## src/rtl/execute_pipe_stage.sv

```systemverilog
// execute_pipe_stage: DE register (S1) -> ALU / result muxes -> EM register (S2)
// with valid/ready backpressure, flush and registered N/Z flags.
// Optional feature macro: EXEC_FWD_EN enables EM->EX operand forwarding.
module execute_pipe_stage #(
  parameter int unsigned DATA_W = 16,
  parameter int unsigned REG_W  = 4,
  parameter int unsigned CTRL_W = 6
) (
  input  logic              clk,
  input  logic              rst_n,
  input  logic              flush,
  input  logic              in_valid,
  output logic              in_ready,
  input  logic [2:0]        in_aluop,
  input  logic              in_am,
  input  logic              in_alu_mux,
  input  logic              in_alu_mux1,
  input  logic              in_wbs,
  input  logic [CTRL_W-1:0] in_ctrl,
  input  logic [REG_W-1:0]  in_reg_dest,
  input  logic [REG_W-1:0]  in_srcA_id,
  input  logic [REG_W-1:0]  in_srcB_id,
  input  logic [DATA_W-1:0] in_srcA,
  input  logic [DATA_W-1:0] in_srcB,
  output logic              out_valid,
  input  logic              out_ready,
  output logic [DATA_W-1:0] out_result,
  output logic [DATA_W-1:0] out_wdata,
  output logic              out_flagN,
  output logic              out_flagZ,
  output logic              out_wbs,
  output logic [CTRL_W-1:0] out_ctrl,
  output logic [REG_W-1:0]  out_reg_dest
);

  localparam int unsigned SH_W = (DATA_W > 1) ? $clog2(DATA_W) : 1;

  typedef enum logic [2:0] {
    ALU_ADD   = 3'b000,
    ALU_SUB   = 3'b001,
    ALU_AND   = 3'b010,
    ALU_OR    = 3'b011,
    ALU_XOR   = 3'b100,
    ALU_SHL   = 3'b101,
    ALU_SHR   = 3'b110,
    ALU_PASSB = 3'b111
  } alu_op_e;

  // S1 (DE) register
  logic              r_s1_valid;
  alu_op_e           r_s1_aluop;
  logic              r_s1_am;
  logic              r_s1_alu_mux;
  logic              r_s1_alu_mux1;
  logic              r_s1_wbs;
  logic [CTRL_W-1:0] r_s1_ctrl;
  logic [REG_W-1:0]  r_s1_reg_dest;
  logic [DATA_W-1:0] r_s1_srcA;
  logic [DATA_W-1:0] r_s1_srcB;

  // S2 (EM) register
  logic              r_s2_valid;
  logic [DATA_W-1:0] r_s2_result;
  logic [DATA_W-1:0] r_s2_wdata;
  logic              r_s2_wbs;
  logic [CTRL_W-1:0] r_s2_ctrl;
  logic [REG_W-1:0]  r_s2_reg_dest;
  logic              r_flagN;
  logic              r_flagZ;

  logic              w_adv1;
  logic              w_adv2;
  logic [DATA_W-1:0] w_opa;
  logic [DATA_W-1:0] w_opb;
  logic [DATA_W-1:0] w_alu;
  logic [DATA_W-1:0] w_rd_addr;
  logic [DATA_W-1:0] w_m0;
  logic [DATA_W-1:0] w_result;
  logic [DATA_W-1:0] w_wdata;

  assign w_adv2   = !r_s2_valid || out_ready;
  assign w_adv1   = !r_s1_valid || w_adv2;
  assign in_ready = rst_n && w_adv1;

`ifdef EXEC_FWD_EN
  logic [REG_W-1:0] r_s1_srcA_id;
  logic [REG_W-1:0] r_s1_srcB_id;
  logic             w_fwd_live;

  assign w_fwd_live = r_s2_valid && r_s2_wbs && (r_s2_reg_dest != '0);

  // Source ids travel with the op so the EM hazard check sees the S1 op's ids.
  always_ff @(posedge clk or negedge rst_n) begin
    if (!rst_n) begin
      r_s1_srcA_id <= '0;
      r_s1_srcB_id <= '0;
    end else if (!flush && w_adv1) begin
      r_s1_srcA_id <= in_srcA_id;
      r_s1_srcB_id <= in_srcB_id;
    end
  end

  // Operand select: EM result overrides a stale latched operand (A and B independently).
  always_comb begin
    w_opa = r_s1_srcA;
    w_opb = r_s1_srcB;
    if (w_fwd_live && (r_s2_reg_dest == r_s1_srcA_id)) begin
      w_opa = r_s2_result;
    end
    if (w_fwd_live && (r_s2_reg_dest == r_s1_srcB_id)) begin
      w_opb = r_s2_result;
    end
  end
`else
  logic w_unused_src_ids;
  assign w_unused_src_ids = ^{in_srcA_id, in_srcB_id};

  // Operand select: latched operands used as-is.
  always_comb begin
    w_opa = r_s1_srcA;
    w_opb = r_s1_srcB;
  end
`endif

  // ALU, modulo 2^DATA_W.
  always_comb begin
    w_alu = '0;
    case (r_s1_aluop)
      ALU_ADD:   w_alu = w_opa + w_opb;
      ALU_SUB:   w_alu = w_opa - w_opb;
      ALU_AND:   w_alu = w_opa & w_opb;
      ALU_OR:    w_alu = w_opa | w_opb;
      ALU_XOR:   w_alu = w_opa ^ w_opb;
      ALU_SHL:   w_alu = w_opa << w_opb[SH_W-1:0];
      ALU_SHR:   w_alu = w_opa >> w_opb;
      ALU_PASSB: w_alu = w_opb;
      default:   w_alu = '0;
    endcase
  end

  // Result muxes: read-address path, ALU/address select, A passthrough, store data.
  always_comb begin
    w_rd_addr = r_s1_am ? '0 : w_opb;
    w_m0      = r_s1_alu_mux ? w_rd_addr : w_alu;
    w_result  = r_s1_alu_mux1 ? w_m0 : w_opa;
    w_wdata   = r_s1_am ? w_opb : '0;
  end

  // S1: loads on adv1; flush clears only the valid bit.
  always_ff @(posedge clk or negedge rst_n) begin
    if (!rst_n) begin
      r_s1_valid    <= 1'b0;
      r_s1_aluop    <= ALU_ADD;
      r_s1_am       <= 1'b0;
      r_s1_alu_mux  <= 1'b0;
      r_s1_alu_mux1 <= 1'b0;
      r_s1_wbs      <= 1'b0;
      r_s1_ctrl     <= '0;
      r_s1_reg_dest <= '0;
      r_s1_srcA     <= '0;
      r_s1_srcB     <= '0;
    end else if (flush) begin
      r_s1_valid <= 1'b0;
    end else if (w_adv1) begin
      r_s1_valid    <= in_valid;
      r_s1_aluop    <= alu_op_e'(in_aluop);
      r_s1_am       <= in_am;
      r_s1_alu_mux  <= in_alu_mux;
      r_s1_alu_mux1 <= in_alu_mux1;
      r_s1_wbs      <= in_wbs;
      r_s1_ctrl     <= in_ctrl;
      r_s1_reg_dest <= in_reg_dest;
      r_s1_srcA     <= in_srcA;
      r_s1_srcB     <= in_srcB;
    end
  end

  // S2: loads the S1 result on adv2; flags move only with a valid op.
  always_ff @(posedge clk or negedge rst_n) begin
    if (!rst_n) begin
      r_s2_valid    <= 1'b0;
      r_s2_result   <= '0;
      r_s2_wdata    <= '0;
      r_s2_wbs      <= 1'b0;
      r_s2_ctrl     <= '0;
      r_s2_reg_dest <= '0;
      r_flagN       <= 1'b0;
      r_flagZ       <= 1'b0;
    end else if (flush) begin
      r_s2_valid <= 1'b0;
    end else if (w_adv2) begin
      r_s2_valid    <= r_s1_valid;
      r_s2_result   <= w_result;
      r_s2_wdata    <= w_wdata;
      r_s2_wbs      <= r_s1_wbs;
      r_s2_ctrl     <= r_s1_ctrl;
      r_s2_reg_dest <= r_s1_reg_dest;
      if (r_s1_valid) begin
        r_flagN <= w_result[DATA_W-1];
        r_flagZ <= (w_result == '0);
      end
    end
  end

  assign out_valid    = r_s2_valid;
  assign out_result   = r_s2_result;
  assign out_wdata    = r_s2_wdata;
  assign out_flagN    = r_flagN;
  assign out_flagZ    = r_flagZ;
  assign out_wbs      = r_s2_valid && r_s2_wbs;
  assign out_ctrl     = r_s2_valid ? r_s2_ctrl : '0;
  assign out_reg_dest = r_s2_reg_dest;

endmodule

```

## config.mk

```make
export PLATFORM = sky130hd
export DESIGN_NAME = execute_pipe_stage
export DESIGN_NICKNAME = d
export VERILOG_FILES = /design/src/rtl/execute_pipe_stage.sv
export SDC_FILE = /design/constraint.sdc
export NUM_CORES = 1
export LEC_CHECK = 0
export BUFFER_PORTS_ARGS = -buffer_cell sky130_fd_sc_hd__buf_4
export CAP_MARGIN = 20
export CORE_UTILIZATION = 60
export CTS_CLUSTER_DIAMETER = 150
export DETAILED_ROUTE_END_ITERATION = 10
export PLACE_DENSITY = 0.83
export SYNTH_ARGS = -nofsm -noshare
export SYNTH_HDL_FRONTEND = slang
export SYNTH_SLANG_ARGS = --single-unit
export TNS_END_PERCENT = 10
```

## constraint.sdc

```tcl
create_clock -name clk -period 10.15 [get_ports clk]
set_clock_uncertainty 0.15 [all_clocks]
set_input_delay 0 -clock clk [delete_from_list [all_inputs] [get_ports clk]]
set_output_delay 0 -clock clk [all_outputs]
set_load 0.05 [all_outputs]
```

# After elaboration in Yosys (flattened, before gate mapping)
# Cells that the tools add are included.
[totals] register_bits=96 inputBits=62
[classes] n_addsub=2 n_eq_ne=7 n_shift=2 n_mux=10 bitwise_logic=4 n_reduce_logical=13
[op_table] op="one-hot mux 16 bit (8 select lines)" n=1
[op_table] op="two-way mux 16 bit" n=4
[op_table] op="adder 16 bit" n=1
[op_table] op="bitwise AND 16 bit" n=1
[op_table] op="zero test 16 bit" n=1
[op_table] op="OR 16 bit" n=1
[op_table] op="<< shifter 16 x 4 -> 16 bit" n=1
[op_table] op=">> shifter 16 x 16 -> 16 bit" n=1
[op_table] op="subtractor 16 bit" n=1
[op_table] op="bitwise XOR 16 bit" n=1
[op_table] op="== test 3 bit, second input constant" n=4
[op_table] op="== test 3 x 2 -> 1 bit, second input constant" n=2
[op_table] op="two-way mux 6 bit" n=1
[op_table] op="two-way mux 1 bit" n=4
[op_table] op="AND reduction 2 bit" n=2
[op_table] op="nonzero test 2 bit" n=2
[op_table] op="== test 3 x 1 -> 1 bit, second input constant" n=1
[op_table] op="zero test 3 bit" n=1
[op_table] op="AND reduction 3 bit" n=1
[op_table] op="logical AND 1 bit" n=2
[op_table] op="zero test 1 bit" n=2
[op_table] op="logical OR 1 bit" n=2
[op_table] op="NOT 1 bit" n=1

# Depth between registers and ports, before layout
# Gate-level depths: netlist (run 1).
[logic_depth] depth_word=5 ltp_mapped=19 depth_no_buf=16

# Worst setup path before layout (run 1)
# Ideal clock, no wire load.
[synth_path] path_type="register to register" startpoint="register r_s1_srcB[0]" endpoint="register r_flagZ, in the netlist out_flagZ" setup_time_ns=0.104 arrival_time_ns=4.010 setup_slack_ns=5.886 stages_incl_launch_ff=20 path_cell_list="dfrtp_1 -> buf_6 -> buf_6 -> buf_4 -> inv_1 -> ha_1 -> nand2_1 -> o21ai_0 -> nand2_1 -> xnor2_1 -> ha_1 -> and4_1 -> nand2_1 -> a21o_1 -> a31oi_1 -> xnor2_1 -> a221oi_1 -> a221o_1 -> or4_1 -> o41ai_2"
[synth_between] elab_chain_cells=5
[synth_lines] element="start: declaration" line="59" text="logic [DATA_W-1:0] r_s1_srcB;"
[synth_lines] element="start signal: assignment" line="174" text="r_s1_srcB <= in_srcB;"
[synth_lines] element="subtractor 16 bit, or another cell as far along" line="130" text="ALU_SUB: w_alu = w_opa - w_opb;"
[synth_lines] element="one-hot mux 16 bit (8 select lines)" line="128" text="case (r_s1_aluop)"
[synth_lines] element="two-way mux 16 bit (*)" line="144" text="w_m0 = r_s1_alu_mux ? w_rd_addr : w_alu;"
[synth_lines] element="two-way mux 16 bit (*)" line="145" text="w_result = r_s1_alu_mux1 ? w_m0 : w_opa;"
[synth_lines] element="zero test 16 bit (*)" line="200" text="r_flagZ <= (w_result == '0);"
[synth_lines] element="end signal: assignment" line="200"
[synth_lines] element="end: declaration" line="69" text="logic r_flagZ;"
# Every way passes the cells marked *; elsewhere a longest branch is shown, timed or not.
# A chain may end at the register's enable or synchronous reset.

# Worst setup path after layout (run 1)
# Same ends and word-level chain as after synthesis.

==> metrics.txt, run 1 <==
outcome=finished, violations left; failing checks=hold timing; Die Y=116 um; CTS Buf Count=9; Rel. slew slack=about 27%; Synth Warn #=0; worst-path fanout max=47; Die X=116 um; vias in the first global route=7931; Slowest cell on crit path=or4_1; WL per Instance=about 25 um; Post-synth EDFFs=0; asr flop ratio synth=100%; crit-path most repeated cell=nand2_1; endpoint type of the worst setup path=register; max_cap viols=0; Synth area leaders=dfrtp_1, nand2_1, ha_1; Syn Area/Cell=8.40 um^2; area of the mapped netlist=7730 um^2; initial antenna violation count=0; Via density=6.85; antenna-violating nets left=0; H-tree Lvls=3; Vias=approximately 8400; Clock Tree Buf Depth=2; Syn-to-layout area delta=21.8%; Hold Fails Final Rpt=22; overall routed net length=30.6 mm; HP Class=primary input to async pin; period utilisation layout=between 50% and 60%; Core Rows=slightly above 40; pin count of the biggest net entering global routing=76; io pins=about 110; n_diodes=0; CTS resizes=0; Placed Cells=1149; WP data arrival=5.27 ns; GRT Total Usage=46.8%; Setup TNS=0 ns; Peak supply drop=approximately 0.13 mV; Port Buffers=100; required time worst endpoint=approximately 10 ns; first-pass GRT wire length=46.0 mm; layout cells sized above 1=roughly a fifth; Setup violations, final=0; CP Launch Type=register; post-CTS setup buffers=0; smallest hold slack=-0.00473 ns; cts hold-fix bufs=54; Nets=1154; DRT Pass-1 Iters=6; syn_nets=1033; CP peak stage delay=~0.57 ns; global route overflow=0; Seq cells post-synth=96; DR iter-0 viols=1161; RSZ-0062 raised after global routing=false; PD cells=between 150 and 200 nW/um^2; Crit path max-delay family=compound AO/OA/AOI/OAI gates; Max Slew Vio Count=0; worst-margin pin slew=approximately 1.1 ns; number of library cell types mapped by synthesis=82; Synth area leader=dfrtp_1; Post-DP HPWL=19.8 mm; CTS root buf=clkbuf_16; worst path cell trace=buf_4 > inv_1 > ha_1 > nand2_1 > o21ai_0 > nand2_1 > xnor2_1 > ha_1 > and4_1 > nand2_1 > a21o_1 > a31oi_1 > xnor2_1 > a221oi_1 > a221o_1 > or4_1 > o41ai_2; min Tclk post-route=between 5 and 6 ns; die area=13300 um^2; Initial Util=61.5%; post-synthesis sequential area ratio=31.1%; Synth Flop Type=dfrtp_1; most common cell in the netlist=nand2_1; Leak=4.26 nW; top cells by count, synth=nand2_1, dfrtp_1, o21ai_0; Skew-Pair Late Insertion Delay=approximately 0.36 ns; Sink Count=96; GPL Wtd Cong=0.981; Core ar.=12600 um^2; # DRC=0; Post-Synthesis Cells=between 900 and 1000; post-route insts no fill=between 1000 and 1500; Worst-path clk slew=roughly 0.080 ns; WP buf/inv=2; Synth top area share=31.1%; CP Class=register to register; Highest Clock Rate=194 MHz; CTS tree=built
layout make-up:
| type | instances | area (um^2) |
|---|---|---|
| Multi-Input combinational cell | 718 | 4880 |
| Fill cell | 885 | 3150 |
| Sequential cell | 96 | 2400 |
| Timing Repair Buffer | 173 | 1430 |
| Clock buffer | 9 | 225 |
| Tap cell | 172 | 215 |
| Inverter | 44 | 165 |
| Clock inverter | 7 | 101 |
sequential cells by signal, indices dropped and copies added (netlist names):
signal	count
out_wdata	16
r_s1_aluop	3
out_flagN	1
r_s1_ctrl	6
out_flagZ	1
r_s1_reg_dest	4
out_result	16
r_s2_wbs	1
r_s1_am	1
out_valid	1
r_s1_valid	1
r_s1_alu_mux1	1
r_s1_srcB	16
r_s2_ctrl	6
r_s1_alu_mux	1
r_s1_srcA	16
r_s1_wbs	1
out_reg_dest	4
worst register-to-register path: cells and delay by family, from the launching register on:
kind / cells / cell delay, ns
AO/OA/AOI/OAI: 6 / 1.70
AND/OR/NAND/NOR: 5 / 1.13
buffers and inverters: 2 / 0.70
adder cells (fa/ha/maj): 2 / 0.64
flip-flops: 1 / 0.40
XOR/XNOR: 2 / 0.35
path summary, 6_finish.rpt:
check | startpoint | end | slack, ns | cells past startpoint
setup / recovery | r_s1_srcB[0]$_DFFE_PN0P_ | out_flagZ$_DFFE_PN0P_ | 4.99 | 17
hold / removal | rst_n | out_result[5]$_DFFE_PN0P_ | -0.005 | 2
setup reg to reg | r_s1_srcB[0]$_DFFE_PN0P_ | out_flagZ$_DFFE_PN0P_ | 4.99 | 17
hold reg to reg | out_wdata[13]$_DFFE_PN0P_ | out_wdata[13]$_DFFE_PN0P_ | 0.33 | 2
max in group asynchronous | rst_n | r_s1_srcB[0]$_DFFE_PN0P_ | 8.58 | 3
min in group clk | in_srcA[7] | r_s1_srcA[7]$_DFFE_PN0P_ | 0.24 | 4
layer usage:
layer  up-vias  GRT usage, %  part of all wire (%)
met3       147          11.3                    12
li1       3548             -                     -
met4         0          25.7                   5.8
met1      3985          61.7                    37
met2       671          71.0                    45
met5         -             0                     0
layout by cell type (no fill, tap or decap), drive strengths merged, types with 4 or more instances in the layout:
cell           n
a22oi          6
or2            5
a21o           6
nand3         28
o22ai          7
o221ai         6
nand2        186
inv           45
o21ai         88
nand2b         7
nor2          44
ha            49
a2111oi        5
mux2          28
a21oi         44
nor3          11
a221oi         7
dlygate4sd3   54
o2111ai        4
a221o          5
a31oi          8
clkinv         4
nor2b         11
nand4          8
mux2i         11
dfrtp         96
o211ai        14
buf          119
a211oi         9
xnor2         21
nor4           9
clkbuf         9
and2          11
mux4          16
and3           7
stage by stage:
| step | hold slack (ns) | util, % | cell area (um^2) | worst slack, ns | power, mW |
|---|---|---|---|---|---|
| finish | -0.00473 | 75.0 | 9420 | 4.99 | 1.55 |
| global route | 0.0339 | 75.0 | 9420 | 4.83 | 1.60 |
| floorplan | -0.446 | - | 7730 | 5.89 | 0.923 |
| detailed placement | -0.163 | 68.1 | 8550 | 5.19 | 1.12 |
| CTS | 0.00358 | 75.0 | 9420 | 5.12 | 1.51 |
| global placement | -0.170 | 68.1 | 8550 | 5.23 | 1.11 |
report_power, final:
| group | internal [mW] | switching, mW |
|---|---|---|
| clock | 0.200 | 0.179 |
| sequential | 0.430 | 0.0709 |
| combinational | 0.244 | 0.423 |
cells by family after synthesis:
| kind of cell | after synthesis | synth area share (%) |
|---|---|---|
| AND/OR/NAND/NOR | 346 | 20.6 |
| AO/OA/AOI/OAI | 244 | 21.0 |
| buffers and inverters | 107 | 6.04 |
| flip-flops | 96 | 31.1 |
| multiplexers | 55 | 10.5 |
| adder cells (fa/ha/maj) | 50 | 8.19 |
| XOR/XNOR | 23 | 2.61 |
No activity file was read; power rests on OpenSTA's default activity.
==> run 2: changes to the inputs <==
Settings changed: ABC_AREA set to 1, CORE_UTILIZATION 60 to 53, PLACE_DENSITY 0.83 to 0.78.
Clock period 10.15 ns to 4.45 ns, I/O delays scaled along.
==> run 2 against run 1 <==
Effect of this change: hold slack improved by 0.12 ns; critical path depth grew 6; global-route usage down 7.1 points; the flow now finishes without violations; clock power is 110% higher; synthesized area up 0.50%; power up 120%; setup slack worse by 4.4 ns; register-to-register slack worse by 4.4 ns; die area is 14% higher; maximum frequency grew 33%; count of clock-buffer cells in the layout is the same; largest power group unchanged; largest cell class unchanged; synthesized cell count rose by 31%.
==> metrics.txt, run 2 <==
outcome=complete, no violations; Post-Synthesis Cells=about 1200; Synth Flop Type=dfrtp_1; worst-path fanout max=10; GRT Total Usage=39.7%; Synth area leader=dfrtp_1; period utilisation layout=87.1%; WL per Instance=19.1 um; Sink Count=96; top cells by count, synth=nand2_1, inv_1, nor2_1; Hold Path Sink=out_reg_dest[1]$_DFFE_PN0P_; initial antenna violation count=0; # fillers=1231; # DRC=0; Seq cells post-synth=96; Hold Fails Final Rpt=0; Placed Cells=1454; Syn Area/Cell=roughly 6.4 um^2; antenna-violating nets left=0; n_diodes=0; Rel. slew slack=39.7%; hold path depth=5; Synth top area share=between 30% and 40%; post-route insts no fill=around 1500; crit-path most repeated cell=nand2_1; Via density=5.70; Core ar.=14100 um^2; worst-margin pin slew=0.901 ns; worst reg-to-reg setup slack=approximately 0.58 ns; required time worst endpoint=between 4 and 5 ns; commonest non-fill, non-tap cell in the layout=nand2_1; Die Y=123 um; CP Launch Type=register; PnR worst setup slack=roughly 0.58 ns; Synth Warn #=0; max_cap viols=0; Vias=8686; WP data arrival=a little under 4 ns; Max Slew Vio Count=0; Nets=around 1500; CTS Buf Count=9; layout cells sized above 1=roughly an eighth; Post-synth EDFFs=0; HP Class=primary input to register; Clock Tree Buf Depth=2; RSZ-0062 raised after global routing=false; Worst Setup SP=r_s1_aluop[2]$_DFFE_PN0P_; global route overflow=0; Port Buffers=100; CP peak stage delay=a little under 0.6 ns; die area=15200 um^2; min Tclk post-route=3.87 ns; Worst-path clk slew=around 0.090 ns; Synth area leaders=dfrtp_1, nand2_1, ha_1; asr flop ratio synth=100%; Total Power=roughly 3.4 mW; Initial Util=55.1%; Skew-Pair Late Insertion Delay=0.36 ns; number of library cell types mapped by synthesis=34; area of the mapped netlist=7770 um^2; CTS tree=built; CTS root buf=clkbuf_16; Post-DP HPWL=slightly above 20 mm; DR iter-0 viols=903; Die X=123 um; pin count of the biggest net entering global routing=63; smallest hold slack=roughly 0.12 ns; FF-to-FF path depth=23; syn_nets=1323; Core Rows=43; Slowest cell on crit path=dfrtp_1; most frequent cells in the layout=nand2_1, inv_1, nor2_1; DRT Pass-1 Iters=5; Highest Clock Rate=258 MHz; first-pass GRT wire length=44.7 mm; worst path cell trace=nor2_4 > nand2_2 > clkinv_1 > a31oi_1 > xor2_1 > inv_1 > ha_1 > nand2_1 > nor2_1 > and2_1 > nand2_1 > nand2_1 > nand3_1 > nand2_1 > nand2_1 > nand2_1 > nand2_1 > nand2_1 > nand2_1 > nand3_1 > nor2_1 > nand3_1 > nand2_1; min-delay src=out_ready; Design Area, Final=9440 um^2; most common cell in the netlist=nand2_1; reg2reg end=out_flagZ$_DFFE_PN0P_; endpoint type of the worst setup path=register; Setup TNS=0 ns; final core occ=67.0%; Peak supply drop=0.329 mV; Leak=5.06 nW; post-synthesis sequential area ratio=slightly above 30%; io pins=around 110; Syn-to-layout area delta=21.5%; PD cells=361 nW/um^2; GPL Wtd Cong=0.986; vias in the first global route=just over 8000; Post-DP Area=8590 um^2; DP Worst Slack=0.732 ns; H-tree Lvls=3; Setup violations, final=0; Worst R2R Start=r_s1_aluop[2]$_DFFE_PN0P_; overall routed net length=29.1 mm; CP Class=register to register
==> run 2: cell count changes in the layout (fill, tap and decap cells not counted), moves of 13 or more <==
cell	change
mux2_2	-16
nand4_1	+20
nor2_1	+71
nand2_1	+243
inv_1	+83
o21ai_0	-29
xor2_1	+17
o31ai_1	+13
xnor2_1	-20
a21oi_1	+33
mux4_2	-16
o211ai_1	-14
nand3_1	+78
==> run 2: worst max path at each step <==
| stage | endpoint | slack (ns) |
|---|---|---|
| detailed placement | out_flagZ$_DFFE_PN0P_ | 0.73 |
| finish | out_flagZ$_DFFE_PN0P_ | 0.58 |
| global placement | out_flagZ$_DFFE_PN0P_ | 0.77 |
| CTS | out_flagZ$_DFFE_PN0P_ | 0.67 |
| floorplan | out_flagZ$_DFFE_PN0P_ | 0.94 |
| global route | out_flagZ$_DFFE_PN0P_ | 0.22 |
==> run 2: power breakdown <==
group / internal [mW] / leakage, nW / switching [mW]
sequential: 0.983 / 1.13 / 0.132
clock: 0.402 / 0.150 / 0.401
combinational: 0.471 / 3.78 / 1.02
total: 1.86 / 5.06 / 1.55
==> run 2: final cells by class <==
cell class | count | area, um^2 | area share [%]
clock buffer | 9 | 225 | 2.39
clock inverter | 7 | 81.3 | 0.862
inverter | 136 | 510 | 5.41
multi-input combinational | 929 | 4610 | 48.8
sequential | 96 | 2400 | 25.5
tap | 180 | 225 | 2.39
timing repair buffer | 167 | 1390 | 14.7
==> run 2: what timing repair did <==
item	4_1_cts	5_1_grt
setup buffers	0	0
hold buffers	54	0
hold endpoints to repair	119	0
resized for setup	0	0
==> run 2: kinds of logic (layout without fill, tap and decap cells) <==
kind of cell             after synthesis  in the layout  share of synthesized area (%)
AO/OA/AOI/OAI                        156            156                           10.7
XOR/XNOR                              20             20                           2.25
adder cells (fa/ha/maj)               50             50                           8.15
buffers and inverters                186            319                           9.85
flip-flops                            96             96                           30.9
multiplexers                           9              9                           1.30
AND/OR/NAND/NOR                      694            694                           36.8
==> run 2: worst max-delay path, delay by kind of cell, from the launching register on <==
family / cells / cell delay (ns)
buffers and inverters: 2 / 0.34
DFF: 1 / 0.58
xor gates and xnor gates: 1 / 0.18
adders and majority gates: 1 / 0.35
AOI/OAI and AO/OA: 1 / 0.40
and+or+nand+nor: 18 / 1.75
==> run 2: routing by layer <==
layer	wire length, um	up-vias	share of wire [%]	track usage [%]
met2	13000	465	45	61.6
met5	0	-	0	0
li1	-	4116	-	-
met4	1380	0	4.8	19.6
met1	12000	4014	41	53.3
met3	2670	91	9.2	7.33
==> run 3: changes to the inputs <==
Settings changed: BUFFER_PORTS_ARGS -buffer_cell sky130_fd_sc_hd__buf_4 to -buffer_cell sky130_fd_sc_hd__buf_2.
==> run 3 against run 2 <==
Effect of this change: hold slack got worse by 0.090 ns; power fell by 1.1%; critical path depth did not move.
==> metrics.txt, run 3 (synthesis gave the netlist of run 2 again) <==
PnR worst setup slack=0.638 ns; Worst-path clk slew=0.08 ns; # fillers=around 1300; CP Launch Type=register; die area=15200 um^2; Hold Fails Final Rpt=0; Port Buffers=100; Skew-Pair Late Insertion Delay=around 0.36 ns; Highest Clock Rate=262 MHz; PD cells=365 nW/um^2; DP Worst Slack=about 0.72 ns; vias in the first global route=8013; required time worst endpoint=4.55 ns; DR iter-0 viols=about 940; Design Area, Final=9230 um^2; overall routed net length=28.1 mm; CTS Buf Count=9; HP Class=primary input to async pin; Clock Tree Buf Depth=2; worst-path fanout max=10; Die X=123 um; endpoint type of the worst setup path=register; post-CTS setup buffers=0; Syn-to-layout area delta=18.8%; GRT Total Usage=38.4%; GPL Wtd Cong=1.03; first-pass GRT wire length=43.2 mm; Post-DP Area=8340 um^2; Placed Cells=1454; worst-margin pin slew=0.827 ns; Total Power=3.37 mW; Initial Util=55.1%; io pins=109; Peak supply drop=about 0.32 mV; Nets=roughly 1500; Slowest cell on crit path=dfrtp_1; Vias=between 8000 and 9000; initial antenna violation count=0; Setup TNS=0 ns; final core occ=65.5%; Core ar.=around 14000 um^2; CTS tree=built; pin count of the biggest net entering global routing=68; H-tree Lvls=3; RSZ-0062 raised after global routing=false; Rel. slew slack=44.9%; antenna-violating nets left=0; global route overflow=0; most frequent cells in the layout=nand2_1, inv_1, nor2_1; Via density=approximately 5.7; Core Rows=43; Post-DP HPWL=19.8 mm; WP data arrival=3.92 ns; period utilisation layout=85.7%; CP Class=register to register; Setup violations, final=0; commonest non-fill, non-tap cell in the layout=nand2_1; # DRC=0; layout cells sized above 1=a little under an eighth; min Tclk post-route=3.81 ns; DRT Pass-1 Iters=6; smallest hold slack=0.0290 ns; Leak=roughly 5.0 nW; worst path cell trace=nor2_4 > nand2_2 > clkinv_1 > a31oi_1 > nor2_1 > xor2_1 > ha_1 > nand2_1 > nor2_1 > and2_1 > nand2_1 > nand2_1 > nand3_1 > nand2_1 > nand2_1 > nand2_1 > nand2_1 > nand2_1 > nand2_1 > nand3_1 > nor2_1 > nand3_1 > nand2_1; post-route insts no fill=1525; CTS root buf=clkbuf_16; CP peak stage delay=0.55 ns; outcome=complete, no violations; Die Y=123 um; crit-path most repeated cell=nand2_1; Sink Count=96; n_diodes=0; Max Slew Vio Count=0; WL per Instance=18.4 um; max_cap viols=0
-- run 3: cell count changes in the layout (fill, tap and decap cells not counted), sizes merged --
cell,change
bufinv,+1
inv,-1
buf,+1
-- run 3: critical path, delay by kind of cell (launching register included) --
family                   cells  cell delay [ns]
AO/OA/AOI/OAI                1             0.37
adder cells (fa/ha/maj)      1             0.37
XOR/XNOR                     1             0.15
AND/OR/NAND/NOR             19             1.84
flip-flops                   1             0.55
buffers and inverters        1             0.29
-- run 3: final timing paths --
path | cells after the start | from | slack (ns) | endpoint
hold / removal | 3 | rst_n | 0.03 | r_s1_reg_dest[3]$_DFFE_PN0P_
setup / recovery | 23 | r_s1_aluop[2]$_DFFE_PN0P_ | 0.64 | out_flagZ$_DFFE_PN0P_
setup reg to reg | 23 | r_s1_aluop[2]$_DFFE_PN0P_ | 0.64 | out_flagZ$_DFFE_PN0P_
hold reg to reg | 2 | r_s1_ctrl[0]$_DFFE_PN0P_ | 0.33 | r_s2_ctrl[0]$_DFFE_PN0P_
min in group clk | 5 | out_ready | 0.16 | r_s2_ctrl[0]$_DFFE_PN0P_
max in group asynchronous | 3 | rst_n | 3.29 | out_wdata[8]$_DFFE_PN0P_
-- run 3: area by class of cell --
class	instances	area, um^2	area share [%]
Clock inverter	7	100	1.08
Clock buffer	9	225	2.44
Timing Repair Buffer	168	1160	12.6
Multi-Input combinational cell	929	4610	49.9
Inverter	136	510	5.53
Tap cell	180	225	2.44
Sequential cell	96	2400	26.0
-- run 3: what timing repair did --
| action | in CTS | in global routing |
|---|---|---|
| endpoints found under the setup margin | 0 | 0 |
| hold buffers | 55 | 0 |
| hold endpoints to repair | 88 | 0 |
| gates resized for setup | 0 | 0 |
-- run 3: power breakdown --
part	leakage [nW]	internal, mW	switching [mW]	total, mW
clock	0.158	0.455	0.383	0.838
combinational	3.72	0.424	0.994	1.42
sequential	1.13	0.983	0.130	1.11
-- run 3: per-layer routing --
layer	up-vias	wire length, um	GRT usage, %
li1	4131	-	-
met1	3964	11600	50.7
met2	465	12600	60.8
met3	88	2610	7.52
met4	0	1270	17.2
met5	-	0	0
